$ cat src/rtl/fifo_to_sdram_wr_controller.sv
// Packs a byte stream into 16-bit words for an SDRAM-bound FIFO and counts words per block.
// Optional build macro FIFO_TO_SDRAM_BYTE_SWAP_EN places the first byte in the upper half of the word.
module fifo_to_sdram_wr_controller #(
  parameter int WORDS_PER_BLOCK = 512
) (
  input  logic        clk,
  input  logic        rst_n,
  input  logic [7:0]  byte_in,
  input  logic        byte_valid,
  input  logic        fifo_full,
  input  logic        ovf_clr,
  output logic [15:0] fifo_data,
  output logic        fifo_wrreq,
  output logic        blk_rdy,
  output logic        overflow,
  output logic        byte_phase
);

  localparam logic [8:0] LAST_WORD = 9'(WORDS_PER_BLOCK - 1);

  typedef enum logic {
    LOW  = 1'b0,
    HIGH = 1'b1
  } phase_t;

  phase_t     state_p0;
  phase_t     state_nxt;
  logic [7:0] held_p0;
  logic [8:0] word_cnt_p0;
  logic       word_done;

  function automatic logic [15:0] pack_word(input logic [7:0] first, input logic [7:0] second);
`ifdef FIFO_TO_SDRAM_BYTE_SWAP_EN
    return {first, second};
`else
    return {second, first};
`endif
  endfunction

  always_comb begin
    state_nxt = state_p0;
    word_done = 1'b0;
    if (byte_valid) begin
      case (state_p0)
        LOW:     state_nxt = HIGH;
        HIGH: begin
          state_nxt = LOW;
          word_done = 1'b1;
        end
        default: state_nxt = LOW;
      endcase
    end
  end

  always_ff @(posedge clk or negedge rst_n) begin
    if (!rst_n) state_p0 <= LOW;
    else        state_p0 <= state_nxt;
  end

  assign byte_phase = (state_p0 == HIGH);

  // Stage p0 -> p1: first byte is captured, completed word is issued one cycle later
  always_ff @(posedge clk or negedge rst_n) begin
    if (!rst_n) begin
      held_p0 <= 8'h00;
    end else if (byte_valid && state_p0 == LOW) begin
      held_p0 <= byte_in;
    end
  end

  always_ff @(posedge clk or negedge rst_n) begin
    if (!rst_n) begin
      fifo_data   <= 16'h0000;
      fifo_wrreq  <= 1'b0;
      blk_rdy     <= 1'b0;
      word_cnt_p0 <= 9'd0;
    end else begin
      fifo_wrreq <= 1'b0;
      blk_rdy    <= 1'b0;
      if (word_done && !fifo_full) begin
        fifo_wrreq  <= 1'b1;
        fifo_data   <= pack_word(held_p0, byte_in);
        blk_rdy     <= (word_cnt_p0 == LAST_WORD);
        word_cnt_p0 <= (word_cnt_p0 == LAST_WORD) ? 9'd0 : word_cnt_p0 + 9'd1;
      end
    end
  end

  // A drop in the same cycle as a clear wins so no lost word goes unreported
  always_ff @(posedge clk or negedge rst_n) begin
    if (!rst_n)                      overflow <= 1'b0;
    else if (word_done && fifo_full) overflow <= 1'b1;
    else if (ovf_clr)                overflow <= 1'b0;
  end

endmodule
$ cat config.mk
export PLATFORM = sky130hd
export DESIGN_NAME = fifo_to_sdram_wr_controller
export DESIGN_NICKNAME = d
export VERILOG_FILES = /design/src/rtl/fifo_to_sdram_wr_controller.sv
export SDC_FILE = /design/constraint.sdc
export NUM_CORES = 1
export LEC_CHECK = 0
export ABC_AREA = 0
export BUFFER_PORTS_ARGS = -buffer_cell sky130_fd_sc_hd__buf_2
export CORE_ASPECT_RATIO = 1.75
export CORE_MARGIN = 2
export CORE_UTILIZATION = 53
export CTS_BUF_LIST = sky130_fd_sc_hd__clkbuf_4 sky130_fd_sc_hd__clkbuf_8 sky130_fd_sc_hd__clkbuf_16
export CTS_CLUSTER_DIAMETER = 100
export DETAILED_ROUTE_END_ITERATION = 8
export PLACE_DENSITY = 0.8
export SKIP_CTS_REPAIR_TIMING = 1
export SLEW_MARGIN = 20
export SYNTH_ARGS = -nofsm -noshare
export SYNTH_HDL_FRONTEND = slang
export SYNTH_SLANG_ARGS = --single-unit
export TNS_END_PERCENT = 30
$ cat constraint.sdc
create_clock -name clk -period 2.1 [get_ports clk]
set_input_delay 0.105 -clock clk [delete_from_list [all_inputs] [get_ports clk]]
set_output_delay 0.105 -clock clk [all_outputs]
set_load 0.005 [all_outputs]
==> results of run 1 <==
-- worst reg2reg max path, stage by stage (launching register included) --
cell       delay [ns]
dfrtp_1          0.39
ha_2             0.23
nand2_1          0.07
or2_1            0.26
nor2_2           0.15
ha_2             0.22
nand4bb_1        0.19
nor4_1           0.07
a311o_1          0.27
-- area by class of cell --
cell class	count	area, sq um	area share
well taps	27	33.78	0.01824
inverters	3	11.26	0.006081
multi-input cells	72	583.1	0.3149
repair buffers	38	207.7	0.1122
flip-flops and latches	37	925.9	0.5000
clock buffers	7	90.09	0.04865
-- final timing paths --
check / slack, ns / depth (start not counted) / startpoint / to
max: 0.15 / 8 / word_cnt_p0[1] / word_cnt_p0[6]
max reg2reg: 0.15 / 8 / word_cnt_p0[1] / word_cnt_p0[6]
max in group asynchronous: 1.15 / 2 / rst_n / fifo_data[3]
min in group asynchronous: 0.45 / 2 / rst_n / word_cnt_p0[5]
min reg2reg: 0.50 / 1 / fifo_data[5] / fifo_data[5]
min: 0.03 / 2 / ovf_clr / overflow
-- cells by family after synthesis --
kind of cell | after synthesis | share of synthesized area
compound gates | 13 | 0.05530
mux | 25 | 0.1829
flops | 37 | 0.6016
fa+ha+maj | 3 | 0.02439
simple gates | 30 | 0.1057
xor+xnor | 1 | 0.005692
buf+inv | 7 | 0.02439
-- layout by cell type, fill, tap and decap left out, drive strengths merged --
master and count:
nand3b 1, o211ai 1, a311o 1, clkbuf 7, o31ai 1, dfrtp 37
inv 3, xor2 1, buf 37, or4 1, a21o 1, nand4bb 1
nor4 1, nor2 4, o21ai 6, nand2 7, dlygate4sd3 1, or2 1
nand2b 1, mux2 25, nand3 6, and2 1, nor2b 3, o41ai 1
or4b 1, a31oi 1, nand4 1, nor3 1, a22oi 1, ha 3
-- per-layer routing --
metal  part of all wire  global-route usage  vias to the layer above
met2               0.56              0.3527                       34
met3              0.043             0.05516                        4
met5                  0                   0                        -
met4              0.012             0.08754                        0
li1                   -                   -                      493
met1               0.38              0.2269                      518
-- registers in the layout (all words and copies together) (netlist names) --
signal / count
blk_rdy: 1
fifo_wrreq: 1
byte_phase: 1
word_cnt_p0: 9
fifo_data: 16
overflow: 1
held_p0: 8
-- where the power goes --
group	internal, W	switching (W)	total [W]
combinational	0.000411	0.000279	0.000690
clock	0.000273	0.000234	0.000507
sequential	0.000998	0.000166	0.00116
total	0.00168	0.000679	0.00236
-- per-stage QoR --
stage	utilization	worst slack [ns]	hold WS, ns
after global placement	0.6354	0.1380	0.2183
after global routing	0.6805	-0.005124	0.05181
final	0.6805	0.1450	0.02989
after detailed placement	0.6354	0.01563	0.2312
after CTS	0.6685	0.007369	-0.08221
after floorplan	-	0.2247	-0.1906
==> summary.md, run 1 <==
| Metric | Value |
|---|---|
| Sink Count | `37` |
| First-pass iteration count of the detailed router | `4` |
| Status | `completed` |
| Via density | `5.701` |
| Root buf cell | `clkbuf_8` |
| Fmax | `511.5 MHz` |
| Min Tclk post-route | `1.955 ns` |
| FF+latch count, synth | `37` |
| Post-Syn Area per Cell | `13.27 sq um` |
| PD cells | `1275 nW/um^2` |
| CP delay by family, top | `simple AND/OR/NAND/NOR gates` |
| Max stage delay on crit path | `0.39 ns` |
| CTS tree | `yes` |
| Site Rows | `25` |
| WL/cell | `15.51 microns` |
| Post-synth EDFFs | `0` |
| Share of synthesized flip-flops with an asynchronous set or reset | `1.000` |
| Clock Tree Buf Depth | `2` |
| Drt total wl | `2.854 mm` |
| Worst slew pin tran | `0.8005 ns` |
| Die height | `75.29 microns` |
| Die area | `3368 sq um` |
| CTS Buf Count | `5` |
| Filler Cell Count | `193` |
| Worst setup SP type | `flip-flop` |
| Final Non-Filler Cells | `184` |
| Largest net degree at the start of global routing | `38` |
| Clock latency at the later pin of the worst-skew pair | `0.29 ns` |
| Design Power | `0.002361 W` |
| Maximum fanout along the worst path | `4` |
| Mapped Nets | `132` |
| Die width | `44.74 microns` |
| Worst slew margin | `0.4664` |
| Clk_skew | `0.007062 ns` |
| Iter 0 DRT Violations | `24` |
| Count leader, synth | `dfrtp_1` |
| Layout cells sized above 1 | `0.4586` |
| Io pins | `33` |
| Routability Congestion | `0.7750` |
| Global-route wire length before repair | `4.885 mm` |
| Starting Density | `0.5655` |
| Max-cap violations | `0` |
| Tot GR Track Use | `0.2028` |
| Vias in the first global route | `1,169` |
| Setup TNS | `0 ns` |
| Crit. End Element | `flip-flop` |
| Vias | `1,049` |
| Main area contributors after synthesis | `dfrtp_1 60%, mux2_2 18%, ha_1 2.4%` |
| Final instance area | `1852 sq um` |
| Clk pin slew, worst setup/hold paths | `0.07 ns` |
| Endpoints failing hold | `0` |
| Placed Cells | `174` |
| Yosys synthesis warning count | `0` |
| # H-tree levels | `2` |
| Slew Limit Fails | `0` |
| Period utilization | `0.9309` |
| Post-Syn Instances | `116` |
| Nets | `173` |
| Placeable Area | `2721 sq um` |
| # setup viols final | `0` |
| Top cell type's share of synthesized area | `0.6016` |
| Sequential area share after synthesis | `0.6016` |
| Antenna diodes | `0` |
| CP dominant cell by count | `ha_2` |
| Peak VDD IR | `0.0008355 V` |
| Gr ovfl total | `0` |
| Leakage | `0.8673 nW` |
| Post-Syn Area | `1539 sq um` |
| Area delta synth->final | `20.33%` |
| CP Cell Sequence | `ha_2, nand2_1, or2_1, nor2_2, ha_2, nand4bb_1, nor4_1, a311o_1` |
| Buffers & Inverters on Critical Path | `0` |
| Synth area leader | `dfrtp_1` |
| WP data arrival | `2.13 ns` |
| Hpwl dp | `2.048 mm` |
| Netlist cell types | `29` |
| CP Class | `flip-flop to flip-flop` |
| Port Buffers | `32` |
| Initial antenna violation count | `0` |
| Commonest cells post-synth | `37 x dfrtp_1, 25 x mux2_2, 7 x nand2_1, 6 x nand3_1, 6 x o21ai_0` |
| Synth Flop Type | `dfrtp_1` |
| Critical Path RT | `2.28 ns` |
| Post-DRT Antenna Nets | `0` |
| DRC viols | `0` |
| HP Class | `input port to flip-flop` |
| Slowest cell on crit path | `dfrtp_1` |
| Area of placed instances | `1729 sq um` |
Power figures use the tool's default switching activity.
==> inputs of run 2 (changes only) <==
--- a/config.mk
+++ b/config.mk
@@ -7,13 +7,15 @@
 export LEC_CHECK = 0
 export ABC_AREA = 0
 export BUFFER_PORTS_ARGS = -buffer_cell sky130_fd_sc_hd__buf_2
+export CELL_PAD_IN_SITES_DETAIL_PLACEMENT = 1
+export CELL_PAD_IN_SITES_GLOBAL_PLACEMENT = 1
 export CORE_ASPECT_RATIO = 1.75
 export CORE_MARGIN = 2
-export CORE_UTILIZATION = 53
+export CORE_UTILIZATION = 25
 export CTS_BUF_LIST = sky130_fd_sc_hd__clkbuf_4 sky130_fd_sc_hd__clkbuf_8 sky130_fd_sc_hd__clkbuf_16
 export CTS_CLUSTER_DIAMETER = 100
 export DETAILED_ROUTE_END_ITERATION = 8
-export PLACE_DENSITY = 0.8
+export PLACE_DENSITY = 0.52
 export SKIP_CTS_REPAIR_TIMING = 1
 export SLEW_MARGIN = 20
 export SYNTH_ARGS = -nofsm -noshare
==> summary.md, run 2 (synthesized netlist as in run 1, its figures left out) <==
| Metric | Value |
|---|---|
| Status | `completed` |
| Buffers & Inverters on Critical Path | `0 (unchanged)` |
| Leakage | `0.8658 nW (-0.17%)` |
| Clk pin slew, worst setup/hold paths | `0.07 ns (about the same)` |
| Largest registers | `fifo_data x16, word_cnt_p0 x9, held_p0 x8` |
| Sink Count | `37 (unchanged)` |
| Crit. End Element | `flip-flop` |
| Routability Congestion | `0.8170 (+5.4%)` |
| Fmax | `513.5 MHz (+0.39%)` |
| Starting Density | `0.2597 (-0.3058)` |
| Initial antenna violation count | `0 (unchanged)` |
| Vias in the first global route | `1,183 (+1.2%)` |
| Maximum fanout along the worst path | `6 (+2)` |
| Nets | `172 (-0.58%)` |
| Worst slew pin tran | `0.8564 ns (+0.05599 ns)` |
| Peak VDD IR | `0.0004076 V (-51%)` |
| Global-route wire length before repair | `5.885 mm (+20%)` |
| Antenna diodes | `0 (unchanged)` |
| Most frequent cells in the layout | `37 x dfrtp_1, 32 x buf_2, 25 x mux2_2` |
| Gate power share | `0.300 (+0.008)` |
| First-pass iteration count of the detailed router | `2 (-2)` |
| Slew Limit Fails | `0 (unchanged)` |
| Max stage delay on crit path | `0.40 ns (about the same)` |
| Via density | `4.538 (-20%)` |
| GRT busiest layer | `met2` |
| Placeable Area | `5926 sq um (+120%)` |
| Min Hold Slack | `0.01480 ns (-0.01508 ns)` |
| Drt total wl | `3.592 mm (+26%)` |
| Final Non-Filler Cells | `234 (+27%)` |
| Worst setup SP type | `flip-flop` |
| Tot GR Track Use | `0.1169 (-0.08589)` |
| Clock Tree Buf Depth | `2 (unchanged)` |
| Gr ovfl total | `0 (unchanged)` |
| Slowest cell on crit path | `dfrtp_1` |
| Largest net degree at the start of global routing | `38 (unchanged)` |
| Max reg flops | `16 (unchanged)` |
| Clock latency at the later pin of the worst-skew pair | `0.29 ns (about the same)` |
| Internal | `0.001684 W (+0.11%)` |
| Die height | `107.8 microns (+43%)` |
| M3 GR Usage | `0.02615 (-0.02901)` |
| Placed Cells | `224 (+29%)` |
| CTS tree | `yes` |
| CP dominant cell by count | `ha_2` |
| Area delta synth->final | `25.85%` |
| Met1 usage | `0.1108 (-0.1161)` |
| Critical Path RT | `2.27 ns (about the same)` |
| # setup viols final | `0 (unchanged)` |
| CP Class | `flip-flop to flip-flop` |
| Port Buffers | `32 (unchanged)` |
| # H-tree levels | `2 (unchanged)` |
| Clk_skew | `0.002442 ns (-0.004620 ns)` |
| CP delay by family, top | `simple AND/OR/NAND/NOR gates` |
| Post-DRT Antenna Nets | `0 (unchanged)` |
| Design Power | `0.002415 W (+2.3%)` |
| Period utilization | `0.9273 (-0.003636)` |
| Die width | `63.31 microns (+42%)` |
| PD cells | `1247 nW/um^2 (-2.2%)` |
| HP Class | `input port to flip-flop` |
| Sw frac | `0.3024 (+0.01499)` |
| Site Rows | `37 (+48%)` |
| Die area | `6824 sq um (+100%)` |
| Max-cap violations | `0 (unchanged)` |
| P_sw | `0.0007302 W (+7.6%)` |
| Worst slew margin | `0.4290 (-0.03733)` |
| Top reg by flops | `fifo_data` |
| Seq pwr share | `0.487 (-0.006)` |
| Endpoints failing hold | `0 (unchanged)` |
| Clock Power Share | `0.213 (-0.002)` |
| Setup TNS | `0 ns (unchanged)` |
| Hpwl dp | `2.599 mm (+27%)` |
| DRC viols | `0 (unchanged)` |
| Iter 0 DRT Violations | `37 (+54%)` |
| Root buf cell | `clkbuf_8` |
| RSZ-0062 raised after global routing | `no` |
| WL/cell | `15.35 microns (-1.0%)` |
| Filler Cell Count | `706 (+270%)` |
| CP Cell Sequence | `ha_2, nand2_1, or2_1, nor2_2, ha_2, nand4bb_4, nor4_1, a311o_1` |
| Io pins | `33 (unchanged)` |
| Min Tclk post-route | `1.947 ns (-0.007635 ns)` |
| Commonest non-fill, non-tap cell in the layout | `dfrtp_1` |
| WP data arrival | `2.12 ns (about the same)` |
| Met2 Use GR | `0.2264 (-0.1262)` |
| CTS Buf Count | `5 (unchanged)` |
| Layout cells sized above 1 | `0.4615 (+0.002940)` |
| Vias | `1,062 (+1.2%)` |
[run 2: cell count changes in the layout (fill, tap and decap cells not counted)]
cell,before,now
clkinvlp_4,0,1
nand4bb_1,1,0
buf_12,0,1
buf_4,5,3
clkbuf_4,1,0
nand4bb_4,0,1
[run 2: final cells by class]
| cell class | count | area (sq um) | share of cell area |
|---|---|---|---|
| Clock buffer | 6 | 82.58 | 0.04264 |
| Clock inverter | 1 | 7.507 | 0.003876 |
| Inverter | 3 | 11.26 | 0.005814 |
| Multi-Input combinational cell | 72 | 599.3 | 0.3094 |
| Sequential cell | 37 | 925.9 | 0.4780 |
| Tap cell | 78 | 97.59 | 0.05039 |
| Timing Repair Buffer | 37 | 212.7 | 0.1098 |
[run 2: final timing paths]
kind | from | end | slack (ns) | cells after the start
worst max-delay path | word_cnt_p0[0] | word_cnt_p0[6] | 0.15 | 8
worst min-delay path | ovf_clr | overflow | 0.01 | 2
worst max register to register | word_cnt_p0[0] | word_cnt_p0[6] | 0.15 | 8
worst min register to register | held_p0[4] | held_p0[4] | 0.51 | 1
max in group asynchronous | rst_n | word_cnt_p0[1] | 1.10 | 2
min in group asynchronous | rst_n | word_cnt_p0[3] | 0.46 | 2
[run 2: metrics by stage]
step	area [sq um]	worst slack (ns)	util
floorplan	1539	0.2247	-
global placement	1798	0.09432	0.3034
detailed placement	1798	-0.01740	0.3034
CTS	1888	-0.02392	0.3186
global route	1937	0.009275	0.3269
finish	1937	0.1527	0.3269
[run 2: routing by layer]
layer | part of all wire | routed length (microns)
met1 | 0.36 | 1293
met2 | 0.60 | 2159
met3 | 0.024 | 85
met4 | 0.015 | 54
met5 | 0 | 0
[run 2: power by group through the flow]
| stage | registers [W] | logic (W) | clock network, W |
|---|---|---|---|
| after floorplan | 0.00117 | 0.000383 | 0 |
| after global placement | 0.00117 | 0.000677 | 0 |
| after detailed placement | 0.00120 | 0.000708 | 0 |
| after CTS | 0.00118 | 0.000709 | 0.000539 |
| after global routing | 0.00122 | 0.000803 | 0.000562 |
| final | 0.00118 | 0.000724 | 0.000514 |
==> inputs of run 3 (changes only) <==
--- a/config.mk
+++ b/config.mk
@@ -16,6 +16,7 @@
 export CTS_CLUSTER_DIAMETER = 100
 export DETAILED_ROUTE_END_ITERATION = 8
 export PLACE_DENSITY = 0.52
+export REMOVE_ABC_BUFFERS = 1
 export SKIP_CTS_REPAIR_TIMING = 1
 export SLEW_MARGIN = 20
 export SYNTH_ARGS = -nofsm -noshare
==> summary.md, run 3 (synthesized netlist as in run 1, its figures left out) <==
| Metric | Value |
|---|---|
| Root buf cell | `clkbuf_8` |
| Endpoints failing hold | `0 (unchanged)` |
| CP Class | `flip-flop to flip-flop` |
| Die height | `107.8 microns (unchanged)` |
| Port Buffers | `32 (unchanged)` |
| Slowest cell on crit path | `dfrtp_1` |
| Hpwl dp | `2.569 mm (-1.2%)` |
| Clock Tree Buf Depth | `2 (unchanged)` |
| GRT busiest layer | `met2` |
| Min Tclk post-route | `1.992 ns (+0.04424 ns)` |
| Initial antenna violation count | `0 (unchanged)` |
| Routability Congestion | `0.7696 (-5.8%)` |
| Die area | `6824 sq um (unchanged)` |
| Gr ovfl total | `0 (unchanged)` |
| # setup viols final | `0 (unchanged)` |
| Starting Density | `0.2597 (unchanged)` |
| Largest net degree at the start of global routing | `38 (unchanged)` |
| Antenna diodes | `0 (unchanged)` |
| Top reg by flops | `fifo_data` |
| Drt total wl | `3.451 mm (-3.9%)` |
| Slew Limit Fails | `0 (unchanged)` |
| Placeable Area | `5926 sq um (unchanged)` |
| Clk pin slew, worst setup/hold paths | `0.08 ns (about the same)` |
| Worst slew margin | `0.4446 (+0.01559)` |
| Min Hold Slack | `0.006857 ns (-0.007947 ns)` |
| Global-route wire length before repair | `5.727 mm (-2.7%)` |
| Nets | `176 (+2.3%)` |
| Status | `completed` |
| Tot GR Track Use | `0.1082 (-0.008673)` |
| Sink Count | `37 (unchanged)` |
| Post-DRT Antenna Nets | `0 (unchanged)` |
| Die width | `63.31 microns (unchanged)` |
| Clk_skew | `0.006319 ns (+0.003877 ns)` |
| Met1 usage | `0.1166 (+0.005775)` |
| Commonest non-fill, non-tap cell in the layout | `dfrtp_1` |
| PD cells | `1274 nW/um^2 (+2.2%)` |
| M3 GR Usage | `0.02301 (-0.003138)` |
| Most frequent cells in the layout | `37 x dfrtp_1, 32 x buf_2, 25 x mux2_2` |
| Fmax | `502.1 MHz (-2.2%)` |
| Met2 Use GR | `0.2029 (-0.02356)` |
| DRC viols | `0 (unchanged)` |
| CP dominant cell by count | `ha_2` |
| Vias | `1,069 (+0.66%)` |
| Max reg flops | `16 (unchanged)` |
| Crit. End Element | `flip-flop` |
| Peak VDD IR | `0.0006208 V (+52%)` |
| Vias in the first global route | `1,186 (+0.25%)` |
| Maximum fanout along the worst path | `4 (-2)` |
| Max stage delay on crit path | `0.38 ns (-0.02 ns)` |
| Reg-to-reg slack, setup | `0.11 ns (-0.04 ns)` |
| Via density | `4.473 (-1.4%)` |
| Worst setup SP type | `flip-flop` |
| CTS tree | `yes` |
| Period utilization | `0.9484 (+0.02107)` |
| WL/cell | `14.44 microns (-5.9%)` |
| HP Class | `input port to flip-flop` |
| Site Rows | `37 (unchanged)` |
| Final instance area | `1963 sq um (+1.4%)` |
| Area delta synth->final | `27.56%` |
| Leakage | `0.8887 nW (+2.6%)` |
| First-pass iteration count of the detailed router | `2 (unchanged)` |
| Critical Path RT | `2.27 ns (about the same)` |
| Area of placed instances | `1800 sq um (+0.14%)` |
| Clock latency at the later pin of the worst-skew pair | `0.29 ns (about the same)` |
| Max-cap violations | `0 (unchanged)` |
| Setup TNS | `0 ns (unchanged)` |
| Layout cells sized above 1 | `0.4720 (+0.01051)` |
| # H-tree levels | `2 (unchanged)` |
| Io pins | `33 (unchanged)` |
| Iter 0 DRT Violations | `13 (-65%)` |
| CP Cell Sequence | `ha_2, nand2_1, or2_1, nor2_2, ha_2, nand4bb_1, nor4_1, a311o_1` |
| Largest registers | `fifo_data x16, word_cnt_p0 x9, held_p0 x8` |
| Worst slew pin tran | `0.8331 ns (-0.02338 ns)` |
| CTS Buf Count | `5 (unchanged)` |
| Filler Cell Count | `707 (+0.14%)` |
| WP data arrival | `2.16 ns (+0.04 ns)` |
[run 3: final timing paths]
kind | startpoint | endpoint | cells after the start
min | ovf_clr | overflow | 2
min in group asynchronous | rst_n | fifo_data[13] | 2
max reg2reg | word_cnt_p0[0] | word_cnt_p0[6] | 8
min reg2reg | held_p0[4] | fifo_data[4] | 1
max in group asynchronous | rst_n | fifo_data[12] | 2
max | word_cnt_p0[0] | word_cnt_p0[6] | 8
[run 3: cell type report]
class,instances,area (sq um),area share
multi-input combinational,72,583.1,0.2970
clock inverter,3,46.29,0.02358
sequential,37,925.9,0.4716
inverter,3,11.26,0.005736
timing repair buffer,41,230.2,0.1173
tap,78,97.59,0.04971
clock buffer,5,68.82,0.03505
[run 3: per-layer routing]
layer / part of all wire / vias to the layer above
li1: - / 496
met1: 0.39 / 550
met2: 0.57 / 17
met3: 0.028 / 6
met4: 0.016 / 0
met5: 0 / -
[run 3: where the power goes]
part	total (W)	internal (W)	leakage (nW)	switching, W
Sequential	0.00117	0.000998	0.435	0.000170
Clock	0.000614	0.000355	0.0543	0.000258
Combinational	0.000720	0.000425	0.399	0.000295
[run 3: per-stage QoR]
step           power (W)  utilization  cells  setup slack [ns]
2_1_floorplan   0.001538            -    112            0.1937
3_3_place_gp    0.001842       0.3038    226           0.06796
3_5_place_dp    0.001895       0.3038    226          -0.01060
4_1_cts         0.002533       0.3233    234          -0.03005
5_1_grt         0.002690       0.3313    239        -0.0008480
6_report        0.002501       0.3313    239            0.1084
[run 3: critical path: cells and delay by family, from the launching register on]
kind | cells | cell delay (ns)
simple gates | 5 | 0.78
fa+ha+maj | 2 | 0.45
flops | 1 | 0.38
compound gates | 1 | 0.27
